File: src/rtl/chip8_sprite_draw_if.sv
// rtl/chip8_sprite_draw_if.sv - command, main-memory and display-RAM signals of the DXYN sprite engine
interface chip8_sprite_draw_if #(
  parameter int MEM_AW = 12
);
  // draw command from the execute stage
  logic              start;
  logic [7:0]        x;
  logic [7:0]        y;
  logic [3:0]        n;
  logic [MEM_AW-1:0] i_base;

  // main-memory read port (sprite bytes)
  logic [MEM_AW-1:0] mem_addr;
  logic [7:0]        mem_q;

  // display-RAM port A (read-modify-write)
  logic [7:0]        disp_addr;
  logic [7:0]        disp_d;
  logic              disp_we;
  logic [7:0]        disp_q;

  // status back to the execute stage
  logic              busy;
  logic              done;
  logic              collision;

  modport master (
    output start, x, y, n, i_base, mem_q, disp_q,
    input  mem_addr, disp_addr, disp_d, disp_we, busy, done, collision
  );

  modport slave (
    input  start, x, y, n, i_base, mem_q, disp_q,
    output mem_addr, disp_addr, disp_d, disp_we, busy, done, collision
  );
endinterface

File: src/rtl/chip8_sprite_draw.sv
// rtl/chip8_sprite_draw.sv - CHIP-8 DXYN sprite engine; define SPRITE_WRAP_EN for wrap-around instead of COSMAC clipping
module chip8_sprite_draw #(
  parameter int MEM_AW = 12
) (
  input  logic                  clk,
  input  logic                  reset,
  chip8_sprite_draw_if.slave    bus
);

  typedef enum logic [2:0] {
    S_IDLE,
    S_FETCH,
    S_RDL,
    S_WRL,
    S_RDR,
    S_WRR,
    S_DONE
  } state_t;

  state_t            state_q, state_d;
  logic [5:0]        xs_q, xs_d;
  logic [4:0]        ys_q, ys_d;
  logic [3:0]        n_q, n_d;
  logic [MEM_AW-1:0] ibase_q, ibase_d;
  logic [3:0]        row_q, row_d;
  logic [7:0]        sprite_q, sprite_d;
  logic              collision_q, collision_d;
  logic              busy_q, busy_d;
  logic              done_q, done_d;
  logic              disp_we_q, disp_we_d;
  logic [MEM_AW-1:0] mem_addr_q, mem_addr_d;
  logic [7:0]        disp_addr_q, disp_addr_d;

  // Sprite row spread across two framebuffer bytes by the pixel offset
  logic [15:0] shifted;
  logic [7:0]  hi;
  logic [7:0]  lo;
  assign shifted = {sprite_q, 8'h00} >> xs_q[2:0];
  assign hi      = shifted[15:8];
  assign lo      = shifted[7:0];

  // Current and next screen rows; bit 5 flags a row below the screen
  logic [4:0] next_row;
  logic [5:0] scr_row;
  logic [5:0] next_scr;
  logic [2:0] rcol;
  logic [7:0] left_addr;
  logic [7:0] right_addr;
  assign next_row   = {1'b0, row_q} + 5'd1;
  assign scr_row    = {1'b0, ys_q} + {2'b00, row_q};
  assign next_scr   = {1'b0, ys_q} + {1'b0, next_row};
  assign rcol       = xs_q[5:3] + 3'd1;
  assign left_addr  = {scr_row[4:0], xs_q[5:3]};
  assign right_addr = {scr_row[4:0], rcol};

  logic right_exists;
  logic next_off;
  logic unused_bits;
`ifdef SPRITE_WRAP_EN
  // Right byte wraps to column 0 of the same row; rows wrap top to bottom
  assign right_exists = 1'b1;
  assign next_off     = 1'b0;
  assign unused_bits  = ^{bus.x[7:6], bus.y[7:5], scr_row[5], next_scr};
`else
  // Clipping: nothing right of column 7, nothing below row 31
  assign right_exists = (xs_q[5:3] != 3'd7);
  assign next_off     = next_scr[5];
  assign unused_bits  = ^{bus.x[7:6], bus.y[7:5], scr_row[5]};
`endif

  // Next-state and registered-output computation for the draw sequence
  always_comb begin
    logic adv;
    adv           = 1'b0;
    state_d       = state_q;
    xs_d          = xs_q;
    ys_d          = ys_q;
    n_d           = n_q;
    ibase_d       = ibase_q;
    row_d         = row_q;
    sprite_d      = sprite_q;
    collision_d   = collision_q;
    busy_d        = busy_q;
    done_d        = 1'b0;
    disp_we_d     = 1'b0;
    mem_addr_d    = mem_addr_q;
    disp_addr_d   = disp_addr_q;

    case (state_q)
      S_IDLE: begin
        if (bus.start) begin
          xs_d        = bus.x[5:0];
          ys_d        = bus.y[4:0];
          n_d         = bus.n;
          ibase_d     = bus.i_base;
          row_d       = 4'd0;
          collision_d = 1'b0;
          busy_d      = 1'b1;
          if (bus.n == 4'd0) begin
            state_d = S_DONE;
            done_d  = 1'b1;
          end else begin
            state_d    = S_FETCH;
            mem_addr_d = bus.i_base;
          end
        end
      end
      S_FETCH: begin
        state_d     = S_RDL;
        disp_addr_d = left_addr;
      end
      S_RDL: begin
        sprite_d  = bus.mem_q;
        state_d   = S_WRL;
        disp_we_d = 1'b1;
      end
      S_WRL: begin
        collision_d = collision_q | (|(bus.disp_q & hi));
        if ((lo != 8'h00) && right_exists) begin
          state_d     = S_RDR;
          disp_addr_d = right_addr;
        end else begin
          adv = 1'b1;
        end
      end
      S_RDR: begin
        state_d   = S_WRR;
        disp_we_d = 1'b1;
      end
      S_WRR: begin
        collision_d = collision_q | (|(bus.disp_q & lo));
        adv         = 1'b1;
      end
      S_DONE: begin
        state_d = S_IDLE;
        busy_d  = 1'b0;
      end
      default: begin
        state_d = S_IDLE;
        busy_d  = 1'b0;
      end
    endcase

    // Row advance shared by both write states
    if (adv) begin
      row_d = next_row[3:0];
      if ((next_row == {1'b0, n_q}) || next_off) begin
        state_d = S_DONE;
        done_d  = 1'b1;
      end else begin
        state_d    = S_FETCH;
        mem_addr_d = ibase_q + MEM_AW'(next_row);
      end
    end
  end

  // State and output registers; reset abandons any draw in progress
  always_ff @(posedge clk or posedge reset) begin
    if (reset) begin
      state_q     <= S_IDLE;
      xs_q        <= '0;
      ys_q        <= '0;
      n_q         <= '0;
      ibase_q     <= '0;
      row_q       <= '0;
      sprite_q    <= '0;
      collision_q <= 1'b0;
      busy_q      <= 1'b0;
      done_q      <= 1'b0;
      disp_we_q   <= 1'b0;
      mem_addr_q  <= '0;
      disp_addr_q <= '0;
    end else begin
      state_q     <= state_d;
      xs_q        <= xs_d;
      ys_q        <= ys_d;
      n_q         <= n_d;
      ibase_q     <= ibase_d;
      row_q       <= row_d;
      sprite_q    <= sprite_d;
      collision_q <= collision_d;
      busy_q      <= busy_d;
      done_q      <= done_d;
      disp_we_q   <= disp_we_d;
      mem_addr_q  <= mem_addr_d;
      disp_addr_q <= disp_addr_d;
    end
  end

  // Write data follows the RAM read data arriving in the write cycle itself
  always_comb begin
    bus.disp_d = 8'h00;
    if (state_q == S_WRL) begin
      bus.disp_d = bus.disp_q ^ hi;
    end else if (state_q == S_WRR) begin
      bus.disp_d = bus.disp_q ^ lo;
    end
  end

  assign bus.mem_addr  = mem_addr_q;
  assign bus.disp_addr = disp_addr_q;
  assign bus.disp_we   = disp_we_q;
  assign bus.busy      = busy_q;
  assign bus.done      = done_q;
  assign bus.collision = collision_q;

endmodule
File: src/flat_wrapper.sv
// flat-port wrapper written by rule: the top's interface ports become plain ports
module chip8_sprite_draw_flat 
#(
  parameter int MEM_AW = 12
)
  (clk, reset, bus_start, bus_x, bus_y, bus_n, bus_i_base, bus_mem_q, bus_disp_q, bus_mem_addr, bus_disp_addr, bus_disp_d, bus_disp_we, bus_busy, bus_done, bus_collision);
  chip8_sprite_draw_if #(.MEM_AW(MEM_AW)) bus_i ();
  input  logic clk;
  input  logic reset;
  input wire logic [$bits(bus_i.start)-1:0] bus_start;
  input wire logic [$bits(bus_i.x)-1:0] bus_x;
  input wire logic [$bits(bus_i.y)-1:0] bus_y;
  input wire logic [$bits(bus_i.n)-1:0] bus_n;
  input wire logic [$bits(bus_i.i_base)-1:0] bus_i_base;
  input wire logic [$bits(bus_i.mem_q)-1:0] bus_mem_q;
  input wire logic [$bits(bus_i.disp_q)-1:0] bus_disp_q;
  output wire logic [$bits(bus_i.mem_addr)-1:0] bus_mem_addr;
  output wire logic [$bits(bus_i.disp_addr)-1:0] bus_disp_addr;
  output wire logic [$bits(bus_i.disp_d)-1:0] bus_disp_d;
  output wire logic [$bits(bus_i.disp_we)-1:0] bus_disp_we;
  output wire logic [$bits(bus_i.busy)-1:0] bus_busy;
  output wire logic [$bits(bus_i.done)-1:0] bus_done;
  output wire logic [$bits(bus_i.collision)-1:0] bus_collision;
  assign bus_i.start = bus_start;
  assign bus_i.x = bus_x;
  assign bus_i.y = bus_y;
  assign bus_i.n = bus_n;
  assign bus_i.i_base = bus_i_base;
  assign bus_i.mem_q = bus_mem_q;
  assign bus_i.disp_q = bus_disp_q;
  assign bus_mem_addr = bus_i.mem_addr;
  assign bus_disp_addr = bus_i.disp_addr;
  assign bus_disp_d = bus_i.disp_d;
  assign bus_disp_we = bus_i.disp_we;
  assign bus_busy = bus_i.busy;
  assign bus_done = bus_i.done;
  assign bus_collision = bus_i.collision;
  chip8_sprite_draw #(.MEM_AW(MEM_AW)) u_core (.clk(clk), .reset(reset), .bus(bus_i));
endmodule
File: config.mk
export PLATFORM = sky130hd
export DESIGN_NAME = chip8_sprite_draw_flat
export DESIGN_NICKNAME = d
export VERILOG_FILES = /design/src/rtl/chip8_sprite_draw_if.sv /design/src/rtl/chip8_sprite_draw.sv /design/src/flat_wrapper.sv
export SDC_FILE = /design/constraint.sdc
export NUM_CORES = 1
export LEC_CHECK = 0
export CAP_MARGIN = 20
export CELL_PAD_IN_SITES_DETAIL_PLACEMENT = 0
export CELL_PAD_IN_SITES_GLOBAL_PLACEMENT = 1
export CORE_ASPECT_RATIO = 1.5
export CORE_MARGIN = 4
export CORE_UTILIZATION = 43
export CTS_CLUSTER_DIAMETER = 50
export CTS_CLUSTER_SIZE = 40
export DETAILED_ROUTE_END_ITERATION = 10
export PLACE_DENSITY_LB_ADDON = 0.1
export SLEW_MARGIN = 20
export SYNTH_ARGS = -nofsm -noshare
export SYNTH_HDL_FRONTEND = slang
export SYNTH_SLANG_ARGS = --single-unit
File: constraint.sdc
create_clock -name clk -period 4.9 [get_ports clk]
set_input_delay 1.225 -clock clk [delete_from_list [all_inputs] [get_ports clk]]
set_output_delay 1.225 -clock clk [all_outputs]
set_load 0.01 [all_outputs]
# Word-level counts from Yosys, hierarchy flattened
# Cells that the tools add are included.
# totals
reg_bits,66
wordCells,87
inputBits,51
output_inout_bits,32
# classes
n_shift,1
bitwise_logic,7
n_reduce_logical,19
eq_ne,12
mux,30
n_addsub,5
# ops
op,count
$mux 12,5
$mux 8,3
$pmux 3 s6,1
$and 8x8->8,2
$pmux 8 s2,1
$reduce_or 8->1,2
$shr 16x3->16,1
$xor 8x8->8,2
$mux 3,5
$add 12x5->12,1
$mux 4,3
$reduce_and 2->1,5
$mux 1,9
$reduce_bool 8->1,1
$add 5x5->6,1
$eq 3x2->1 const B,2
$eq 3x3->1 const B,2
$reduce_bool 2->1,3
$add 4x1->5 const B,1
$add 5x4->5,1
$eq 5x4->1,1
$reduce_or 5->1,1
$logic_not 4->1,1
$ne 2x1->1 const B,2
16 further kinds,18

# Logic depth before layout (Yosys ltp)
# Gate-level depths: netlist (run 1).
# logic_depth
ltp_word,7
ltp_mapped,11
ltp_nobuf,10

# Worst setup path after synthesis (run 1)
# OpenSTA, ideal clock, no wires.
# synth_path
path_kind,register to output
from,register u_core.xs_q[1]
to,output bus_disp_d[0]
n_path_buf,2
path_stages_with_launch,10
setup_slack_ns,1.851
arrival_ns,1.824
t_required_ns,3.675
path_cell_list,dfrtp_1 > buf_2 > buf_1 > mux2i_1 > nand2_1 > o21ai_0 > mux2i_1 > ha_1 > a22oi_1 > nor2b_1
# synth_between
elab_chain_cells,4
word_cells_on_any_way,5
classes_between,shift: 1; mux: 2; bitwise: 2
# synth_rtl
item,line,text
"start, declared",chip8_sprite_draw.sv:21,"logic [5:0] xs_q, xs_d;"
"start signal, assigned",chip8_sprite_draw.sv:175,xs_q <= xs_d;
$shr 16x3->16 *,chip8_sprite_draw.sv:38,"assign shifted = {sprite_q, 8'h00} >> xs_q[2:0];"
$xor 8x8->8,chip8_sprite_draw.sv:196,bus.disp_d = bus.disp_q ^ lo;
$mux 8,chip8_sprite_draw.sv:195,end else if (state_q == S_WRR) begin
$mux 8 *,chip8_sprite_draw.sv:193,if (state_q == S_WRL) begin
"end, declared",flat_wrapper.sv:19,output wire logic [$bits(bus_i.disp_d)-1:0] bus_disp_d;
# Mark *: on every way between the ends. The rest lies on a longest branch, timed or not.

# Final worst setup path (run 1)
# layout_path
from,register u_core.xs_q[0]
to,output bus_disp_d[1]
# Same word-level chain as after synthesis.

==> results.sh, run 1 <==
export IMPL_vias=3457
export IMPL_initial_utilization=0.4389
export IMPL_finalSetupViolations=0
export IMPL_synth_area_leaders="dfrtp_1, ha_1, nand2_1"
export IMPL_avgViaCountPerCell=5.410
export IMPL_hold_buffers=0
export IMPL_cts_tree="yes"
export IMPL_final_max_slew_viol_count=0
export IMPL_htreeDepth=3
export IMPL_max_cap_violations=0
export IMPL_worstPathArrival_ns=3.10
export IMPL_netlist_instances=448
export IMPL_final_setup_tns_ns=0
export IMPL_synth_cell_types=54
export IMPL_path_class="reg2out"
export IMPL_fin_ws_ns=0.5771
export IMPL_worstMarginPinSlew_ns=0.8079
export IMPL_drt_wl_total_mm=10.53
export IMPL_ant_nets=0
export IMPL_fp_dieArea_um2=11580
export IMPL_post_cts_resize_count=0
export IMPL_num_rows=44
export IMPL_hold_class="reg2reg"
export IMPL_rr_startpoint="u_core.xs_q[0]$_DFFE_PP0P_"
export IMPL_grt_pass1_vias=3532
export IMPL_final_util=0.5651
export IMPL_synth_top_area_frac=0.3883
export IMPL_cts_root_buf="clkbuf_16"
export IMPL_syn_to_final_growth_pct=28.74
export IMPL_peakVddDrop_mv=0.3877
export IMPL_dp_hpwl_mm=7.928
export IMPL_yosys_warnings=0
export IMPL_synth_edff_count=0
export IMPL_drtIter0Drc=124
export IMPL_synth_area_um2=4253
export IMPL_clock_latency_ns=0.33
export IMPL_min_from="u_core.bus.busy$_DFFE_PP0P_"
export IMPL_overflow=0
export IMPL_pre_cts_slack_ns=0.9031
export IMPL_cts_buffer_depth=2
export IMPL_coreArea_um2=9689
export IMPL_report_final_hold_viol_count=0
export IMPL_yosysSeqAreaShare=0.3883
export IMPL_grt_max_degree=41
export IMPL_cts_inserted_buffers=9
export IMPL_synthArstFlopShare=1.000
export IMPL_post_cts_buffers=0
export IMPL_fin_crit_sh=0.8822
export IMPL_max_slew_margin=0.4603
export IMPL_grt_pass1_wl_mm=16.95
export IMPL_fin_nets=604
export IMPL_critPathLaunchType="flip-flop"
export IMPL_status="complete, no violations"
export IMPL_pin_count=83
export IMPL_powerDensity_nw_per_um2=694.6
export IMPL_drt_wirelength_per_cell_um=16.48
export IMPL_rsz0062_at_grt="no"
export IMPL_fin_crit_ns=4.323
export IMPL_skew_ns=0.006304
export IMPL_firstDrtPassIters=4
export IMPL_yosysMostFrequentCell="nand2_1"
export IMPL_syn_nets=533
export IMPL_die_x_um=89.20
export IMPL_antenna_found_initial=0
export IMPL_ys_ff_latch=66
export IMPL_syn_area_per_cell_um2=9.493
export IMPL_gp_congestion=0.8409
export IMPL_clock_sinks=66
export IMPL_clk_pin_slew_worst_paths_ns=0.06
export IMPL_grtUsageTotal=0.1931
export IMPL_dieHeight_um=129.8
export IMPL_startpoint="u_core.xs_q[0]$_DFFE_PP0P_"
export IMPL_critPathRequiredTime_ns=3.67
export IMPL_layout_drive_gt1_share=0.09542
export IMPL_fill_cells=914
export IMPL_crit_path_end_kind="output pin"
export IMPL_yosys_area_top_type="dfrtp_1"
export IMPL_synthTopCellsByCount="nand2_1, dfrtp_1, ha_1, mux2i_1, o21ai_0"
export IMPL_drc=0
export IMPL_leakagePower_nw=2.550
export IMPL_crit_fanout=22
export IMPL_maxClockFrequency_mhz=231.3
export IMPL_diodes=0
export IMPL_synth_flop_cell="dfrtp_1"
export IMPL_io_buffer_count=77
-- sequential cells by signal, summed over array words and instances (netlist names), 3 cells and up --
name,cells
u_core.state_q,3
u_core.ibase_q,12
u_core.bus.mem_addr,12
u_core.row_q,4
u_core.ys_q,5
u_core.sprite_q,8
u_core.xs_q,6
u_core.bus.disp_addr,8
u_core.n_q,4
-- worst paths after layout --
| check | end | slack, ns | cells past startpoint |
|---|---|---|---|
| min reg2reg | u_core.bus.busy$_DFFE_PP0P_ | 0.48 | 2 |
| max | bus_disp_d[1] | 0.58 | 7 |
| min | u_core.bus.busy$_DFFE_PP0P_ | 0.48 | 2 |
| min in group asynchronous | u_core.bus.disp_we$_DFF_PP0_ | 1.28 | 2 |
| max reg2reg | u_core.bus.mem_addr[1]$_DFF_PP0_ | 2.02 | 5 |
| max in group asynchronous | u_core.bus.mem_addr[4]$_DFF_PP0_ | 2.67 | 3 |
-- cells by family after synthesis --
kind of cell             share of synthesized area
AND/OR/NAND/NOR                             0.1783
AO/OA/AOI/OAI                               0.1230
flip-flops                                  0.3883
multiplexers                                0.1318
buffers and inverters                      0.03442
adder cells (fa/ha/maj)                     0.1036
XOR/XNOR                                   0.04060
-- layout make-up --
type,count,area (µm²),share of cell area
clock buffers,10,239.0,0.04365
flip-flops and latches,66,1652,0.3016
clock inverters,6,136.4,0.02491
well taps,115,143.9,0.02628
multi-input cells,348,2455,0.4484
repair buffers,81,800.8,0.1463
inverters,13,48.80,0.008912
-- per-stage QoR --
stage | std cells | power (W) | hold WS [ns] | cell area (µm²)
floorplan | 448 | 0.002375 | 0.4497 | 4253
global placement | 623 | 0.002994 | 0.4617 | 5100
detailed placement | 623 | 0.003037 | 0.4665 | 5100
CTS | 639 | 0.003870 | 0.4809 | 5475
global route | 639 | 0.004122 | 0.5168 | 5475
finish | 639 | 0.003803 | 0.4803 | 5475
-- where the power goes --
part,switching (W),total [W],leakage (nW),internal (W)
Combinational,0.000921,0.00189,1.56,0.000968
Sequential,0.000301,0.00111,0.813,0.000808
Clock,0.000242,0.000806,0.179,0.000564
-- metal layers --
layer / wire length, µm / share of wire / vias up / global-route usage
met4: 243 / 0.023 / 0 / 0.07362
met1: 3905 / 0.37 / 1681 / 0.2041
met3: 425 / 0.040 / 15 / 0.04232
met5: 0 / 0 / - / 0
li1: - / - / 1703 / -
met2: 5954 / 0.57 / 58 / 0.3626
-- cell usage in the layout, fill, tap and decap left out, types with 2 or more instances in the layout --
master / count
a22oi_1: 8
nand3b_1: 2
clkbuf_16: 9
nand4_1: 2
inv_1: 12
nor2b_1: 12
nand3_1: 4
and3_1: 5
nor3_1: 4
nor2_1: 12
bufinv_16: 4
o21ai_0: 27
mux2i_1: 29
nand2_1: 105
fa_1: 2
a21o_1: 6
nor4_1: 5
clkdlybuf4s50_1: 77
mux2_2: 20
nand2b_1: 7
dfrtp_1: 66
ha_1: 32
xnor2_1: 9
a21oi_1: 13
a211oi_1: 4
xor2_1: 8
buf_4: 4
and2_1: 5
mux2_1: 2
a211o_1: 2
-- critical path, cell delays in order (launching register included) --
cell and delay, ns:
dfrtp_1 0.79, mux4_2 0.66, nand2_1 0.09, o21ai_0 0.14, ha_1 0.32, a22oi_1 0.06
nor2b_1 0.15, clkdlybuf4s50_1 0.54
No activity file was read; power rests on OpenSTA's default activity.
==> inputs of run 2 (changes only) <==
- ABC_AREA: not set -> 1
- CORE_UTILIZATION: 43 -> 41
==> results.sh, run 2 <==
export IMPL_seqCellArea_um2=1652
export IMPL_fin_crit_ns=3.921
export IMPL_fp_dieArea_um2=12280
export IMPL_layout_drive_gt1_share=0.07813
export IMPL_fin_nets=720
export IMPL_crit_fanout=2
export IMPL_worstPathArrival_ns=2.70
export IMPL_max_cap_violations=0
export IMPL_yosys_warnings=0
export IMPL_clock_sinks=66
export IMPL_synth_area_leaders="dfrtp_1, nand2_1, ha_1"
export IMPL_syn_nets=648
export IMPL_pre_cts_slack_ns=0.9787
export IMPL_whs_ns=0.5026
export IMPL_max_slew_margin=0.3656
export IMPL_post_cts_resize_count=0
export IMPL_drt_wl_total_mm=11.59
export IMPL_path_class="in2out"
export IMPL_final_common_cell="nand2_1"
export IMPL_synthArstFlopShare=1.000
export IMPL_yosysSeqAreaShare=0.3823
export IMPL_synth_flop_cell="dfrtp_1"
export IMPL_report_final_hold_viol_count=0
export IMPL_firstDrtPassIters=5
export IMPL_netlist_instances=563
export IMPL_avgViaCountPerCell=5.068
export IMPL_powerDensity_nw_per_um2=675.2
export IMPL_peakVddDrop_mv=0.2833
export IMPL_drt_wirelength_per_cell_um=14.84
export IMPL_grtUsageTotal=0.1973
export IMPL_grt_pass1_wl_mm=19.10
export IMPL_io_buffer_count=77
export IMPL_antenna_found_initial=0
export IMPL_overflow=0
export IMPL_worstMarginPinSlew_ns=0.9505
export IMPL_syn_area_per_cell_um2=7.674
export IMPL_leakagePower_nw=2.833
export IMPL_pin_count=83
export IMPL_synthTopCellsByCount="nand2_1, dfrtp_1, nand3_1, inv_1, o21ai_0"
export IMPL_post_cts_buffers=0
export IMPL_multiInputGateArea_um2=2332
export IMPL_diodes=0
export IMPL_gp_congestion=0.8910
export IMPL_worstHoldPathCells=2
export IMPL_fin_ws_ns=0.9788
export IMPL_num_rows=45
export IMPL_maxClockFrequency_mhz=255.0
export IMPL_drc=0
export IMPL_p_total_w=0.003729
export IMPL_ant_nets=0
export IMPL_fill_cells=1010
export IMPL_die_x_um=91.82
export IMPL_cts_inserted_buffers=9
export IMPL_critPathLaunchType="input pin"
export IMPL_hold_buffers=0
export IMPL_synth_edff_count=0
export IMPL_skew_ns=0.006758
export IMPL_cts_tree="yes"
export IMPL_synth_area_um2=4320
export IMPL_hold_class="reg2reg"
export IMPL_syn_to_final_growth_pct=27.83
export IMPL_ys_ff_latch=66
export IMPL_cts_buffer_depth=2
export IMPL_coreArea_um2=10190
export IMPL_drtIter0Drc=158
export IMPL_final_setup_tns_ns=0
export IMPL_final_max_slew_viol_count=0
export IMPL_clk_pin_slew_worst_paths_ns=0.06
export IMPL_dp_hpwl_mm=8.819
export IMPL_synth_cell_types=33
export IMPL_critPathRequiredTime_ns=3.67
export IMPL_cts_root_buf="clkbuf_16"
export IMPL_final_cell_mix="nand2_1, clkdlybuf4s50_1, dfrtp_1, nand3_1, inv_1"
export IMPL_vias=3958
export IMPL_rr_worst_depth=11
export IMPL_clock_latency_ns=0.34
export IMPL_dieHeight_um=133.7
export IMPL_rsz0062_at_grt="no"
export IMPL_crit_path_end_kind="output pin"
export IMPL_yosysMostFrequentCell="nand2_1"
export IMPL_finalSetupViolations=0
export IMPL_status="complete, no violations"
export IMPL_grt_pass1_vias=3902
export IMPL_grt_max_degree=50
export IMPL_htreeDepth=3
export IMPL_synth_top_area_frac=0.3823
export IMPL_final_util=0.5419
export IMPL_fin_crit_sh=0.8002
export IMPL_yosys_area_top_type="dfrtp_1"
export IMPL_initial_utilization=0.4239
run 2: worst max-delay path: stages:
cell,delay (ns)
clkdlybuf4s50_1,0.45
ha_1,0.31
a22o_1,0.24
clkdlybuf4s50_1,0.48
run 2: through the flow:
| stage | instances | instance area [µm²] |
|---|---|---|
| floorplan | 563 | 4320 |
| global placement | 765 | 5169 |
| detailed placement | 765 | 5169 |
| CTS | 781 | 5522 |
| global route | 781 | 5523 |
| finish | 781 | 5523 |
run 2: area by class of cell:
class,instances,share of cell area
clock buffer,10,0.04327
clock inverter,6,0.02062
inverter,54,0.03783
multi-input combinational,423,0.4223
sequential,66,0.2990
tap,141,0.03194
timing repair buffer,81,0.1450
run 2: cell families after synthesis:
family / synth area share
multiplexers: 0.01303
AND/OR/NAND/NOR: 0.3157
flip-flops: 0.3823
adder cells (fa/ha/maj): 0.1019
XOR/XNOR: 0.02635
buffers and inverters: 0.07790
AO/OA/AOI/OAI: 0.08283
run 2: routing by layer:
metal / up-vias / track usage / part of all wire
met4: 0 / 0.07107 / 0.025
met5: - / 0 / 0
met2: 82 / 0.3701 / 0.55
li1: 1997 / - / -
met3: 22 / 0.04181 / 0.036
met1: 1857 / 0.2152 / 0.39
run 2: report_power, final:
| part | total, W | switching (W) | internal (W) |
|---|---|---|---|
| logic | 0.00193 | 0.00115 | 0.000778 |
| registers | 0.00104 | 0.000240 | 0.000804 |
| clock network | 0.000760 | 0.000248 | 0.000511 |
run 2: path summary, 6_finish.rpt:
check,startpoint,slack [ns],endpoint
worst min-delay path,u_core.xs_q[4]$_DFFE_PP0P_,0.50,u_core.xs_q[4]$_DFFE_PP0P_
worst max register to register,u_core.row_q[1]$_DFFE_PP0P_,2.18,u_core.bus.mem_addr[1]$_DFF_PP0_
worst min register to register,u_core.xs_q[4]$_DFFE_PP0P_,0.50,u_core.xs_q[4]$_DFFE_PP0P_
min in group asynchronous,reset,1.38,u_core.bus.mem_addr[2]$_DFF_PP0_
worst max-delay path,bus_disp_q[6],0.98,bus_disp_d[6]
max in group asynchronous,reset,2.88,u_core.ibase_q[5]$_DFFE_PP0P_
==> inputs of run 3 (changes only) <==
- CORE_UTILIZATION: 41 -> 38
- clock period: 4.9 -> 4 ns (I/O delays scaled with it)
==> results.sh, run 3 (synthesis results as in run 2) <==
export IMPL_final_max_slew_viol_count=0
export IMPL_cts_buffer_depth=2
export IMPL_overflow=0
export IMPL_clock_sinks=66
export IMPL_worstMarginPinSlew_ns=0.9748
export IMPL_clock_latency_ns=0.33
export IMPL_status="complete, no violations"
export IMPL_seqCellArea_um2=1652
export IMPL_ant_nets=0
export IMPL_drc=0
export IMPL_final_setup_tns_ns=0
export IMPL_leakagePower_nw=2.843
export IMPL_diodes=0
export IMPL_layout_drive_gt1_share=0.07813
export IMPL_dp_hpwl_mm=8.662
export IMPL_fp_dieArea_um2=13170
export IMPL_critPathLaunchType="flip-flop"
export IMPL_cpPeakStageDelay_ns=0.53
export IMPL_p_total_w=0.004535
export IMPL_die_x_um=95.06
export IMPL_rsz0062_at_grt="no"
export IMPL_hold_buffers=0
export IMPL_num_rows=47
export IMPL_skew_ns=0.008232
export IMPL_finalNonFillerCells=787
export IMPL_crit_chain="inv_2 -> nand2_1 -> a21oi_1 -> a31oi_1 -> o21ai_0 -> ha_1 -> a22o_1 -> clkdlybuf4s50_1"
export IMPL_path_class="reg2out"
export IMPL_vias=3967
export IMPL_max_cap_violations=0
export IMPL_pin_count=83
export IMPL_peakVddDrop_mv=0.3083
export IMPL_crit_path_end_kind="output pin"
export IMPL_cts_inserted_buffers=9
export IMPL_maxClockFrequency_mhz=279.4
export IMPL_drtIter0Drc=150
export IMPL_crit_fanout=11
export IMPL_grt_max_degree=67
export IMPL_drt_wl_total_mm=11.38
export IMPL_firstDrtPassIters=4
export IMPL_critPathRequiredTime_ns=3.00
export IMPL_fin_crit_sh=0.8946
export IMPL_clk_pin_slew_worst_paths_ns=0.05
export IMPL_post_cts_resize_count=0
export IMPL_io_buffer_count=77
export IMPL_dieHeight_um=138.6
export IMPL_finalSetupViolations=0
export IMPL_syn_to_final_growth_pct=28.03
export IMPL_avgViaCountPerCell=5.041
export IMPL_grtUsageTotal=0.1808
export IMPL_final_common_cell="nand2_1"
export IMPL_powerDensity_nw_per_um2=819.9
export IMPL_multiInputGateArea_um2=2332
export IMPL_grt_pass1_vias=3934
export IMPL_r2r_slack_ns=1.24
export IMPL_fin_nets=720
export IMPL_hold_class="reg2reg"
export IMPL_cts_root_buf="clkbuf_16"
export IMPL_grt_pass1_wl_mm=18.57
export IMPL_final_cell_mix="nand2_1, clkdlybuf4s50_1, dfrtp_1, nand3_1, inv_1"
export IMPL_fin_crit_ns=3.578
export IMPL_initial_utilization=0.3908
export IMPL_fill_cells=1181
export IMPL_htreeDepth=3
export IMPL_worstPathArrival_ns=2.58
export IMPL_antenna_found_initial=0
export IMPL_fin_ws_ns=0.4215
export IMPL_report_final_hold_viol_count=0
export IMPL_critPathSlowestCell="dfrtp_1"
export IMPL_dp_cells=771
export IMPL_post_cts_buffers=0
export IMPL_drt_wirelength_per_cell_um=14.46
export IMPL_cts_tree="yes"
export IMPL_pre_cts_slack_ns=0.5392
export IMPL_gp_congestion=0.8898
export IMPL_coreArea_um2=11060
export IMPL_max_slew_margin=0.3494
[run 3: changes by cell type in the layout (fill, tap and decap cells not counted), sizes merged]
cell      delta
clkbuf       -1
inv          +1
clkinv       +2
clkinvlp     -2
[run 3: layer usage]
| layer | global-route usage | routed length [µm] |
|---|---|---|
| met2 | 0.3252 | 6096 |
| met3 | 0.03963 | 523 |
| met4 | 0.09049 | 445 |
| met5 | 0 | 0 |
| met1 | 0.1921 | 4314 |
[run 3: power by group]
group | switching (W) | total (W) | internal, W
combinational | 0.00140 | 0.00236 | 0.000958
clock | 0.000298 | 0.000906 | 0.000608
sequential | 0.000285 | 0.00127 | 0.000984
total | 0.00199 | 0.00454 | 0.00255
[run 3: metrics by stage]
| stage | util | area, µm² | hold slack (ns) |
|---|---|---|---|
| 3_5_place_dp | 0.4693 | 5189 | 0.4838 |
| 2_1_floorplan | - | 4320 | 0.4570 |
| 6_report | 0.5003 | 5532 | 0.4889 |
| 3_3_place_gp | 0.4693 | 5189 | 0.4764 |
| 4_1_cts | 0.5003 | 5532 | 0.4960 |
| 5_1_grt | 0.5003 | 5532 | 0.5305 |
[run 3: area by class of cell]
class,count,area share
sequential,66,0.2986
clock buffer,9,0.04071
timing repair buffer,81,0.1470
multi-input combinational,423,0.4216
inverter,54,0.03755
clock inverter,7,0.02126
tap,147,0.03325
[run 3: worst paths after layout]
check                                                 startpoint                               end  cells after the start
worst min-delay path            u_core.bus.collision$_DFFE_PP0P_  u_core.bus.collision$_DFFE_PP0P_                      1
worst min register to register  u_core.bus.collision$_DFFE_PP0P_  u_core.bus.collision$_DFFE_PP0P_                      1
worst max register to register       u_core.row_q[1]$_DFFE_PP0P_  u_core.bus.mem_addr[4]$_DFF_PP0_                     11
max in group asynchronous                                  reset        u_core.ys_q[4]$_DFFE_PP0P_                      3
worst max-delay path                  u_core.xs_q[0]$_DFFE_PP0P_                     bus_disp_d[1]                      8
min in group asynchronous                                  reset    u_core.sprite_q[2]$_DFFE_PP0P_                      3
[run 3: worst max-delay path, delay by kind of cell (launching register included)]
family | cells | cell delay (ns)
fa+ha+maj | 1 | 0.29
simple gates | 1 | 0.11
flops | 1 | 0.53
compound gates | 4 | 0.70
buf+inv | 2 | 0.62
